File: config.mk
export PLATFORM = sky130hd
export DESIGN_NAME = dmem_access_ctrl_flat
export DESIGN_NICKNAME = d
export VERILOG_FILES = /design/src/rtl/dmem_access_ctrl_if.sv /design/src/rtl/dmem_access_ctrl.sv /design/src/flat_wrapper.sv
export SDC_FILE = /design/constraint.sdc
export NUM_CORES = 1
export LEC_CHECK = 0
export BUFFER_PORTS_ARGS = -buffer_cell sky130_fd_sc_hd__buf_2
export CORE_MARGIN = 5
export CORE_UTILIZATION = 45
export CTS_CLUSTER_DIAMETER = 150
export DETAILED_ROUTE_END_ITERATION = 8
export PLACE_DENSITY = 0.78
export SETUP_SLACK_MARGIN = 0.1
export SLEW_MARGIN = 20
export SYNTH_ARGS = -nofsm -noshare
export SYNTH_HDL_FRONTEND = slang
export SYNTH_SLANG_ARGS = --single-unit
export TNS_END_PERCENT = 50
File: constraint.sdc
create_clock -name clk -period 8.3 [get_ports clk]
set_input_delay 1.66 -clock clk [delete_from_list [all_inputs] [get_ports clk]]
set_output_delay 1.66 -clock clk [all_outputs]
set_load 0.005 [all_outputs]
File: src/rtl/dmem_access_ctrl_if.sv
// Handshaked data-memory port between dmem_access_ctrl (master) and the data memory (slave).
interface dmem_access_ctrl_if;
  logic        mem_req;
  logic        mem_we;
  logic [3:0]  mem_be;
  logic [31:0] mem_addr;
  logic [31:0] mem_wdata;
  logic        mem_ack;
  logic [31:0] mem_rdata;

  modport master (
    output mem_req, mem_we, mem_be, mem_addr, mem_wdata,
    input  mem_ack, mem_rdata
  );

  modport slave (
    input  mem_req, mem_we, mem_be, mem_addr, mem_wdata,
    output mem_ack, mem_rdata
  );
endinterface

File: src/rtl/dmem_access_ctrl.sv
// Multi-cycle load/store sequencer (IDLE -> REQ -> DONE) in front of a variable-latency data memory.
// Optional macro MISALIGN_TRAP_EN: misaligned accesses skip the memory and raise a one-cycle misalign pulse.
module dmem_access_ctrl #(
  parameter int TIMEOUT_CYCLES = 16
) (
  input  logic        clk,
  input  logic        rst,
  input  logic [5:0]  op,
  input  logic [31:0] addr,
  input  logic [31:0] st_data,
  output logic        stall,
  output logic [31:0] ld_data,
  output logic        ld_we,
  output logic        bus_err,
`ifdef MISALIGN_TRAP_EN
  output logic        misalign,
`endif
  dmem_access_ctrl_if.master mem
);

  localparam logic [5:0] OP_LB  = 6'b010000;
  localparam logic [5:0] OP_LH  = 6'b010001;
  localparam logic [5:0] OP_LW  = 6'b010010;
  localparam logic [5:0] OP_LBU = 6'b010100;
  localparam logic [5:0] OP_LHU = 6'b010101;
  localparam logic [5:0] OP_SB  = 6'b110000;
  localparam logic [5:0] OP_SH  = 6'b110001;
  localparam logic [5:0] OP_SW  = 6'b110010;

  localparam int CNT_W = (TIMEOUT_CYCLES > 1) ? $clog2(TIMEOUT_CYCLES) : 1;

  typedef enum logic [1:0] {S_IDLE, S_REQ, S_DONE} state_t;

  state_t           state, state_nxt;
  logic [5:0]       op_q;
  logic [1:0]       addr_lo_q;
  logic [31:0]      rdata_q;
  logic             abort_q;
  logic [CNT_W-1:0] cnt;
  logic             timeout_hit;
`ifdef MISALIGN_TRAP_EN
  logic             mis_now;
  logic             mis_q;
`endif

  function automatic logic is_mem_op(input logic [5:0] o);
    return o inside {OP_LB, OP_LH, OP_LW, OP_LBU, OP_LHU, OP_SB, OP_SH, OP_SW};
  endfunction

  function automatic logic is_load_op(input logic [5:0] o);
    return o inside {OP_LB, OP_LH, OP_LW, OP_LBU, OP_LHU};
  endfunction

  // Access size lives in op[1:0] for both loads and stores: 00 byte, 01 half, 10 word.
  function automatic logic [3:0] byte_en(input logic [5:0] o, input logic [1:0] lo);
    case (o[1:0])
      2'b00:   return 4'b0001 << lo;
      2'b01:   return lo[1] ? 4'b1100 : 4'b0011;
      default: return 4'b1111;
    endcase
  endfunction

  function automatic logic [31:0] store_lanes(input logic [5:0] o, input logic [31:0] d);
    case (o[1:0])
      2'b00:   return {4{d[7:0]}};
      2'b01:   return {2{d[15:0]}};
      default: return d;
    endcase
  endfunction

  function automatic logic [31:0] format_load(input logic [5:0] o, input logic [1:0] lo,
                                              input logic [31:0] w);
    logic [7:0]  b;
    logic [15:0] h;
    b = 8'(w >> {lo, 3'b000});
    h = lo[1] ? w[31:16] : w[15:0];
    case (o)
      OP_LB:   return {{24{b[7]}}, b};
      OP_LBU:  return {24'h0, b};
      OP_LH:   return {{16{h[15]}}, h};
      OP_LHU:  return {16'h0, h};
      default: return w;
    endcase
  endfunction

`ifdef MISALIGN_TRAP_EN
  assign mis_now = ((op[1:0] == 2'b01) && addr[0]) ||
                   ((op[1:0] == 2'b10) && (addr[1:0] != 2'b00));
`endif

  assign timeout_hit = (TIMEOUT_CYCLES > 0) && (cnt == CNT_W'(TIMEOUT_CYCLES - 1));

  always_ff @(posedge clk or posedge rst) begin
    if (rst) state <= S_IDLE;
    else     state <= state_nxt;
  end

  always_comb begin
    state_nxt   = state;
    stall       = 1'b0;
    mem.mem_req = 1'b0;
    ld_we       = 1'b0;
    ld_data     = 32'h0;
    bus_err     = 1'b0;
`ifdef MISALIGN_TRAP_EN
    misalign    = 1'b0;
`endif
    case (state)
      S_IDLE: begin
        stall = is_mem_op(op);
        if (is_mem_op(op)) begin
`ifdef MISALIGN_TRAP_EN
          state_nxt = mis_now ? S_DONE : S_REQ;
`else
          state_nxt = S_REQ;
`endif
        end
      end
      S_REQ: begin
        stall       = 1'b1;
        mem.mem_req = 1'b1;
        if (mem.mem_ack || timeout_hit) state_nxt = S_DONE;
      end
      S_DONE: begin
        state_nxt = S_IDLE;
        if (abort_q) begin
          bus_err = 1'b1;
`ifdef MISALIGN_TRAP_EN
        end else if (mis_q) begin
          misalign = 1'b1;
`endif
        end else if (is_load_op(op_q)) begin
          ld_we   = 1'b1;
          ld_data = format_load(op_q, addr_lo_q, rdata_q);
        end
      end
      default: state_nxt = S_IDLE;
    endcase
  end

  // Request fields are frozen when the op is accepted so REQ ignores the (possibly changing) core inputs.
  always_ff @(posedge clk or posedge rst) begin
    if (rst) begin
      op_q          <= 6'h0;
      addr_lo_q     <= 2'b00;
      rdata_q       <= 32'h0;
      abort_q       <= 1'b0;
      cnt           <= '0;
      mem.mem_we    <= 1'b0;
      mem.mem_be    <= 4'h0;
      mem.mem_addr  <= 32'h0;
      mem.mem_wdata <= 32'h0;
`ifdef MISALIGN_TRAP_EN
      mis_q         <= 1'b0;
`endif
    end else begin
      case (state)
        S_IDLE: begin
          if (is_mem_op(op)) begin
            op_q          <= op;
            addr_lo_q     <= addr[1:0];
            abort_q       <= 1'b0;
            cnt           <= '0;
            mem.mem_we    <= !is_load_op(op);
            mem.mem_be    <= byte_en(op, addr[1:0]);
            mem.mem_addr  <= {addr[31:2], 2'b00};
            mem.mem_wdata <= store_lanes(op, st_data);
`ifdef MISALIGN_TRAP_EN
            mis_q         <= mis_now;
`endif
          end
        end
        S_REQ: begin
          if (mem.mem_ack) begin
            rdata_q <= mem.mem_rdata;
          end else begin
            cnt <= cnt + CNT_W'(1);
            if (timeout_hit) abort_q <= 1'b1;
          end
        end
        default: ;
      endcase
    end
  end

endmodule
File: src/flat_wrapper.sv
// flat-port wrapper written by rule: the top's interface ports become plain ports
module dmem_access_ctrl_flat 
#(
  parameter int TIMEOUT_CYCLES = 16
)
  (clk, rst, op, addr, st_data, stall, ld_data, ld_we, bus_err, mem_mem_req, mem_mem_we, mem_mem_be, mem_mem_addr, mem_mem_wdata, mem_mem_ack, mem_mem_rdata);
  dmem_access_ctrl_if mem_i ();
  input  logic clk;
  input  logic rst;
  input  logic [5:0] op;
  input  logic [31:0] addr;
  input  logic [31:0] st_data;
  output logic stall;
  output logic [31:0] ld_data;
  output logic ld_we;
  output logic bus_err;
  output wire logic [$bits(mem_i.mem_req)-1:0] mem_mem_req;
  output wire logic [$bits(mem_i.mem_we)-1:0] mem_mem_we;
  output wire logic [$bits(mem_i.mem_be)-1:0] mem_mem_be;
  output wire logic [$bits(mem_i.mem_addr)-1:0] mem_mem_addr;
  output wire logic [$bits(mem_i.mem_wdata)-1:0] mem_mem_wdata;
  input wire logic [$bits(mem_i.mem_ack)-1:0] mem_mem_ack;
  input wire logic [$bits(mem_i.mem_rdata)-1:0] mem_mem_rdata;
  assign mem_mem_req = mem_i.mem_req;
  assign mem_mem_we = mem_i.mem_we;
  assign mem_mem_be = mem_i.mem_be;
  assign mem_mem_addr = mem_i.mem_addr;
  assign mem_mem_wdata = mem_i.mem_wdata;
  assign mem_i.mem_ack = mem_mem_ack;
  assign mem_i.mem_rdata = mem_mem_rdata;
  dmem_access_ctrl #(.TIMEOUT_CYCLES(TIMEOUT_CYCLES)) u_core (.clk(clk), .rst(rst), .op(op), .addr(addr), .st_data(st_data), .stall(stall), .ld_data(ld_data), .ld_we(ld_we), .bus_err(bus_err), .mem(mem_i));
endmodule
---- Word-level counts from Yosys, hierarchy flattened ----
Index checks and enable logic that the tools add are counted.
storage, ports and cells
  bits in registers ....................... 114
  input port bits ......................... 105
  output and inout port bits .............. 105
cells by class
  shift-type cells ........................ 2
  equal/unequal tests ..................... 21
  mux-type cells .......................... 25
  add/subtract/negate cells ............... 1
  reduce and logical (&&, ||, !) cells .... 13
operators by type and width
  cell                 count
  $pmux 32 s4          1
  $mux 32              3
  $pmux 32 s2          1
  $eq 6x5->1 const B   10
  $shr 32x5->8         1
  $eq 6x6->1 const B   3
  $mux 16              1
  $pmux 4 s2           2
  $mux 4               3
  $reduce_bool 5->1    2
  $mux 1               9
  $reduce_bool 8->1    1
  $ne 2x1->1 const B   3
  $reduce_and 2->1     3
  $add 4x1->4 const B  1
  $eq 2x1->1 const B   2
  $eq 4x4->1 const B   1
  $logic_not 2->1      2
  $mux 2               2
  $pmux 1 s2           2
  $pmux 2 s2           1
  $reduce_and 4->1     1
  $shl 1x2->4 const A  1
  $reduce_and 3->1     1
  5 further kinds      5

---- Depth between registers and ports, before layout ----
Gate-level depths: netlist (run 1).
  word-level depth ........................ 5
  depth in mapped cells ................... 6
  gate-level depth less buffers ........... 4

---- Least setup slack after synthesis (run 1) ----
No wires, ideal clock.
  path type ............................... input-to-output
  start point ............................. in op[5]
  end point ............................... out stall
  required time ........................... 6640 ps
  arrival ................................. 2229 ps
  path slack .............................. 4411 ps
  stages .................................. 4
  cells stage by stage .................... a21oi_1 or2_2 a31oi_1 nor2_1
on the way
  longest elaborated chain between the ends .. 3
  elaborated cells between the ends (all ways) .. 10
RTL lines
  item                                             RTL line                 source
  start, declared                                  flat_wrapper.sv:10       input logic [5:0] op;
  $eq 6x5->1 / $eq 6x6->1 (equally long branches)  dmem_access_ctrl.sv:47   return o inside {OP_LB, OP_LH, OP_LW, OP_LBU, OP_LHU, OP_SB, OP_SH, OP_SW};
  $reduce_bool 8->1 *                              dmem_access_ctrl.sv:47
  $pmux 1 s2 *                                     dmem_access_ctrl.sv:108  case (state)
  end, declared                                    flat_wrapper.sv:13       output logic stall;
Mark *: on every way between the ends. The rest lies on a longest branch, timed or not.

---- Worst setup path in the final report (run 1) ----
  start point ............................. in op[1]
  end point ............................... out stall
The elaborated chain is that of the path after synthesis.

==> run summary, run 1 <==
- finished, final reports clean — result of the run
- 14,300 um^2 — overall die area
- 114 — register bit count reported by yosys
- 313 — first-iteration detailed-routing DRC count
- primary input — startpoint types
- 0 — number of flops mapped to enable cells by yosys
- 5.31 — average via count per standard cell
- sky130_fd_sc_hd__buf_2 — most numerous cell on the critical path
- 290 nW/um^2 — power density over the cells
- 14.3 mm — total length of routed wires
- 0.0110 ns — maximum clock skew at final layout
- 207 — IO Port Bufs
- 0 — Antenna Violating Nets Remaining
- 36.5% — relative slew slack
- 0.842 — final RePlAce weighted congestion
- 2 — number of cells on the worst hold path
- 0.00356 uW — leakage power summed over all cells
- 985 — number of fillers in the final layout
- 0 — number of diodes added for antenna fixing
- 10.3 mm — placed wire-length estimate after detailed placement
- sky130_fd_sc_hd__dfrtp_1 53%, sky130_fd_sc_hd__mux2_2 17%, sky130_fd_sc_hd__mux2i_1 4.6% — ranking of synthesized cells by area
- 23.3 mm — first-pass GRT wire length
- 52.8% — top-area cell type share of the netlist area
- 17 — total CTS buffers
- 2850 um^2 — sequential cell area
- 5400 um^2 — area of the mapped netlist
- primary output — critical path endpoint category
- 0 — Setup Buffers After CTS
- 40 — row count
- 59.5% — share of the core filled with cells
- 6.16 ns — setup slack of the most critical reg-to-reg path
- u_core.mem.mem_be[1] — startpoint of the lowest-slack hold path
- 11.2 um^2 — average instance area after synthesis
- 114 x sky130_fd_sc_hd__dfrtp_1, 83 x sky130_fd_sc_hd__mux2_2, 64 x sky130_fd_sc_hd__nand2_1 — most frequent cells after synthesis
- u_core.state[1] — Reg-to-Reg Start
- 0.05 ns — clock edge transition at the registers on the reported setup and hold paths
- 20.5% — total global routing track utilization
- 100% — Async SR Flop Fraction
- 0 ns — sum of negative setup slack
- sky130_fd_sc_hd__dfrtp_1 — top-count cell post-synth
- 31.2% — growth of design area from synthesis to finish
- 807 — placed cell count
- 0 — # hold bufs at CTS
- 56.7% — Final Cycle Share
- 786 — number of nets in the final layout
- yes — TritonCTS clock tree
- sky130_fd_sc_hd__dfrtp_1 — area leader, netlist
- 0 — max-slew violations
- 210 — count of pins on the block boundary
- 0.193 mV — peak supply drop
- 17.1 um — mean routed wirelength per cell
- 4 — cell count of the worst reg-to-reg path
- 4,647 — number of global-route vias before repair
- 11,900 um^2 — total core area
- flop to flop — Tightest Hold Check Type
- 0 — number of hold violations in the final report
- 3.05 ns — Crit path arrival time
- primary input to primary output — Crit Path Class
- u_core.mem.mem_addr[25] — FF-to-FF End
- 0.949 ns — transition at the pin with the smallest max-transition slack
- 0 — count of cells resized by post-cts repair
- 838 — filler-free cell count of the finished design
- u_core.mem.mem_be[1] — destination of the worst hold path
- 0 — number of setup violations in the final report
- 38 — count of different cell masters after synthesis
- 2 — Max clock buf depth
- 4 — number of detailed-routing iterations run before antenna repair
- buffers and inverters — Largest delay share family, worst path
- 0 — total congestion overflow after global routing
- 6.64 ns — required time of the critical path
- 212 MHz — Max Clock Freq
- sky130_fd_sc_hd__dfrtp_1 — Most used DFF post-synth
- 481 — Syn Inst Count
- 4.71 ns — final worst path period need
- 2380 um^2 — Multi-input gate area
- 4 — CTS H-tree lvls
- 45.4% — initial cell density of the core
- 31 — maximum fanout along the worst path
- 120 um — floorplan die height
- 114 — # clock sinks
- 2050 uW — post-layout power
- 52.8% — Seq/Total Area, Yosys
- 94 — pin count of the biggest net entering global routing
- sky130_fd_sc_hd__clkbuf_16 — cell at the root of the clock tree
- 0.51 ns — largest incremental delay on the critical path
- 1 — antenna violations before repair
- buf_2, a21oi_1, or2_2, a31oi_1, nor2_1, buf_2 — cell breakdown of the critical path
- 2 — CP bufs+invs
- 0 — number of DRC violations after detailed routing
- 0 — synth warn
- 120 um — die boundary width
- 0.41 ns — clk_lat worst skew
- 0 — max capacitance violation total
- false — unrepaired setup endpoints after global routing
- 49.1% — fraction of layout cells with a size suffix above 1
- sky130_fd_sc_hd__buf_2 — cell with the biggest individual delay on the critical path
- 4,446 — total number of vias
==> area by class of cell <==
type / count / area share (%)
clock buffers: 25 / 7.27
clock inverters: 5 / 0.706
inverters: 8 / 0.459
multi-input cells: 328 / 33.6
flip-flops and latches: 114 / 40.2
well taps: 147 / 2.59
repair buffers: 211 / 15.1
==> logic make-up (layout without fill, tap and decap cells) <==
logic type	after synthesis	count (layout)	share of synthesized area (%)
adders and majority gates	1	1	0.231
AOI/OAI and AO/OA	105	105	11.8
DFF	114	114	52.8
xor gates and xnor gates	1	1	0.162
other	1	2	0.0694
muxes	108	108	21.9
and+or+nand+nor	111	111	9.42
buffers and inverters	40	249	3.59
==> worst reg2reg max path, cell delays in order, from the launching register on <==
cell	delay [ns]
sky130_fd_sc_hd__dfrtp_1	0.45
sky130_fd_sc_hd__nor4b_2	0.11
sky130_fd_sc_hd__o21ai_4	0.22
sky130_fd_sc_hd__buf_4	0.78
sky130_fd_sc_hd__mux2_2	0.47
==> worst max-delay path by stage <==
stage	from	end	cells after the start	slack, ns
2_1_floorplan	rst	u_core.abort_q	1	3.62
3_3_place_gp	op[1]	stall	6	3.59
3_5_place_dp	op[1]	stall	6	3.57
4_1_cts	op[1]	stall	6	3.58
5_1_grt	op[1]	stall	6	3.51
6_report	op[1]	stall	6	3.59
==> where the power goes <==
| part | switching, uW | internal [uW] | total [uW] | leakage [uW] |
|---|---|---|---|---|
| combinational | 250 | 262 | 512 | 0.00189 |
| sequential | 124 | 725 | 848 | 0.00138 |
| clock | 240 | 453 | 693 | 0.000285 |
| total | 614 | 1440 | 2050 | 0.00356 |
==> metrics by stage <==
step / setup slack, ns / hold slack [ns] / area (um^2)
3_5_place_dp: 3.57 / 0.467 / 6510
2_1_floorplan: 3.62 / 0.454 / 5410
6_report: 3.59 / 0.479 / 7090
4_1_cts: 3.58 / 0.478 / 7070
3_3_place_gp: 3.59 / 0.459 / 6510
5_1_grt: 3.51 / 0.504 / 7090
==> flip-flops by register name, summed over array words and instances (netlist names) <==
name	count
u_core.mem.mem_wdata	32
u_core.rdata_q	32
u_core.mem.mem_addr	30
u_core.op_q	6
u_core.cnt	4
u_core.mem.mem_be	4
u_core.addr_lo_q	2
u_core.state	2
u_core.abort_q	1
u_core.mem.mem_we	1
==> routing by layer <==
layer  GRT usage [%]  vias to the layer above  part of all wire, %
li1                -                     2069                    -
met2            33.2                      211                   48
met5               0                        -                0.091
met3            9.14                       26                   11
met4            7.73                        2                  2.1
met1            24.0                     2138                   39
==> cell usage in the layout, fill, tap and decap left out, drive strengths merged <==
cell type / count
a21o: 1
nand4b: 1
a211oi: 7
o41a: 1
nand2: 64
nor4b: 3
or4b: 1
xnor2: 1
and2: 2
o21ba: 1
o21a: 11
nand3: 5
or3b: 1
o22ai: 1
o211ai: 2
dfrtp: 114
conb: 2
nand2b: 2
clkinv: 4
bufinv: 1
clkbuf: 25
buf: 211
o21ai: 45
a31oi: 1
mux2i: 25
inv: 8
a21oi: 35
and3b: 1
mux2: 83
or2: 1
nor2b: 3
nor2: 26
and3: 1
ha: 1
No activity file was read; power rests on OpenSTA's default activity.
==> run 2: changes to the inputs <==
==> constraint.sdc (replaced) <==
create_clock -name clk -period 4.4 [get_ports clk]
set_input_delay 0.88 -clock clk [delete_from_list [all_inputs] [get_ports clk]]
set_output_delay 0.88 -clock clk [all_outputs]
set_load 0.005 [all_outputs]
==> run 2 against run 1 <==
Cell count is 0.48% higher; final area up 1.1%; critical path depth is 1 lower; clock power increased by 100%; worst setup slack got worse by 2.7 ns; die area stayed put; clock skew down 0.0054 ns; combinational power grew 88%.
==> run summary, run 2 (synthesis gave the netlist of run 1 again) <==
- finished, final reports clean — result of the run
- sky130_fd_sc_hd__buf_2 — most frequent standard cell in the layout excluding fill and tap cells
- 0 ns — sum of negative setup slack
- sky130_fd_sc_hd__nand4b_2 — cell with the biggest individual delay on the critical path
- 78.7% — Final Cycle Share
- flop — startpoint types
- 4 — cell count of the worst reg-to-reg path
- 5.28 — average via count per standard cell
- 14,300 um^2 — overall die area
- o21ai_0, nand4b_2, a21oi_4, o21a_1, buf_2 — cell breakdown of the critical path
- 120 um — floorplan die height
- 5 — Levels on crit path
- 18 — maximum fanout along the worst path
- 71 — pin count of the biggest net entering global routing
- 207 x sky130_fd_sc_hd__buf_2, 114 x sky130_fd_sc_hd__dfrtp_1, 83 x sky130_fd_sc_hd__mux2_2, 64 x sky130_fd_sc_hd__nand2_1, 40 x sky130_fd_sc_hd__o21ai_0 — commonest cells after routing, fill and taps aside
- 0 — count of cells resized by post-cts repair
- 60.2% — share of the core filled with cells
- 0 — Setup Buffers After CTS
- 0.41 ns — clk_lat worst skew
- 2 — number of cells on the worst hold path
- 289 MHz — Max Clock Freq
- 0.924 ns — transition at the pin with the smallest max-transition slack
- 0.05 ns — clock edge transition at the registers on the reported setup and hold paths
- 0 — number of diodes added for antenna fixing
- 2.58 ns — Crit path arrival time
- 235 — first-iteration detailed-routing DRC count
- 4,623 — number of global-route vias before repair
- 23.0 mm — first-pass GRT wire length
- 114 — # clock sinks
- 2 — Max clock buf depth
- 3.46 ns — final worst path period need
- 842 — filler-free cell count of the finished design
- 38.2% — relative slew slack
- 0 — max capacitance violation total
- 11,900 um^2 — total core area
- u_core.mem.mem_wdata: 32 flops, u_core.rdata_q: 32 flops, u_core.mem.mem_addr: 30 flops — largest registers
- 0 — number of setup violations in the final report
- 40 — row count
- 0 — antenna violations before repair
- false — unrepaired setup endpoints after global routing
- 0.55 ns — largest incremental delay on the critical path
- 6540 um^2 — placed standard-cell area
- primary output — critical path endpoint category
- 0.941 — final RePlAce weighted congestion
- 555 nW/um^2 — power density over the cells
- 0 — number of hold violations in the final report
- 4,446 — total number of vias
- 0.00358 uW — leakage power summed over all cells
- 1 — CP bufs+invs
- flop to flop — Tightest Hold Check Type
- 0 — # hold bufs at CTS
- 14.2 mm — total length of routed wires
- 49.6% — fraction of layout cells with a size suffix above 1
- 210 — count of pins on the block boundary
- 810 — placed cell count
- 16.9 um — mean routed wirelength per cell
- 0.00560 ns — maximum clock skew at final layout
- 4 — CTS H-tree lvls
- yes — TritonCTS clock tree
- 32.6% — growth of design area from synthesis to finish
- 7170 um^2 — Final Instance Area
- sky130_fd_sc_hd__clkbuf_16 — cell at the root of the clock tree
- 20.1% — total global routing track utilization
- 3.52 ns — required time of the critical path
- 10.6 mm — placed wire-length estimate after detailed placement
- 17 — total CTS buffers
- 0 — Antenna Violating Nets Remaining
- 120 um — die boundary width
- 0 — number of DRC violations after detailed routing
- 0 — max-slew violations
- 0 — total congestion overflow after global routing
- 0.287 mV — peak supply drop
- flop to primary output — Crit Path Class
- 207 — IO Port Bufs
- 45.4% — initial cell density of the core
- 788 — number of nets in the final layout
- 4 — number of detailed-routing iterations run before antenna repair
- compound AO/OA/AOI/OAI gates — Largest delay share family, worst path
-- run 2: cell count changes in the layout (fill, tap and decap cells not counted), sizes merged --
cell,previous run,this run
buf,211,213
bufinv,1,3
clkbuf,25,20
clkinv,4,3
clkinvlp,0,5
inv,8,9
-- run 2: stage by stage --
stage | hold slack, ns | total power [uW] | setup slack [ns]
2_1_floorplan | 0.454 | 2160 | 0.504
3_3_place_gp | 0.459 | 2520 | 1.24
3_5_place_dp | 0.469 | 2580 | 1.22
4_1_cts | 0.481 | 4010 | 0.907
5_1_grt | 0.504 | 4200 | 0.776
6_report | 0.472 | 3980 | 0.936
-- run 2: worst reg2reg max path, delay by kind of cell, from the launching register on --
family                 cells  cell delay [ns]
DFF                        1             0.45
and+or+nand+nor            1             0.44
muxes                      1             0.34
buffers and inverters      1             0.27
AOI/OAI and AO/OA          1             0.12
-- run 2: final cells by class --
cell class              count  area, um^2
clock buffers              20         467
clock inverters            12         155
fillers                   965        4750
inverters                   8        32.5
multi-input cells         328        2380
flip-flops and latches    114        2850
well taps                 147         184
repair buffers            213        1090
-- run 2: final timing paths --
path / endpoint / slack, ns / startpoint
setup reg to reg: u_core.mem.mem_wdata[1] / 2.68 / u_core.state[0]
setup / recovery: ld_data[23] / 0.94 / u_core.op_q[0]
hold reg to reg: u_core.mem.mem_wdata[17] / 0.47 / u_core.mem.mem_wdata[17]
hold / removal: u_core.mem.mem_wdata[17] / 0.47 / u_core.mem.mem_wdata[17]
min in group asynchronous: u_core.mem.mem_be[1] / 0.63 / rst
max in group asynchronous: u_core.mem.mem_addr[4] / 2.93 / rst
-- run 2: power breakdown --
part / switching [uW] / internal, uW
clock: 480 / 934
combinational: 467 / 495
sequential: 233 / 1370
-- run 2: routing by layer --
metal | global-route usage, % | vias to the layer above | share of wire (%)
met4 | 7.80 | 0 | 2.2
li1 | - | 2093 | -
met5 | 0 | - | 0
met3 | 7.63 | 28 | 9.5
met2 | 33.7 | 202 | 49
met1 | 23.3 | 2123 | 39
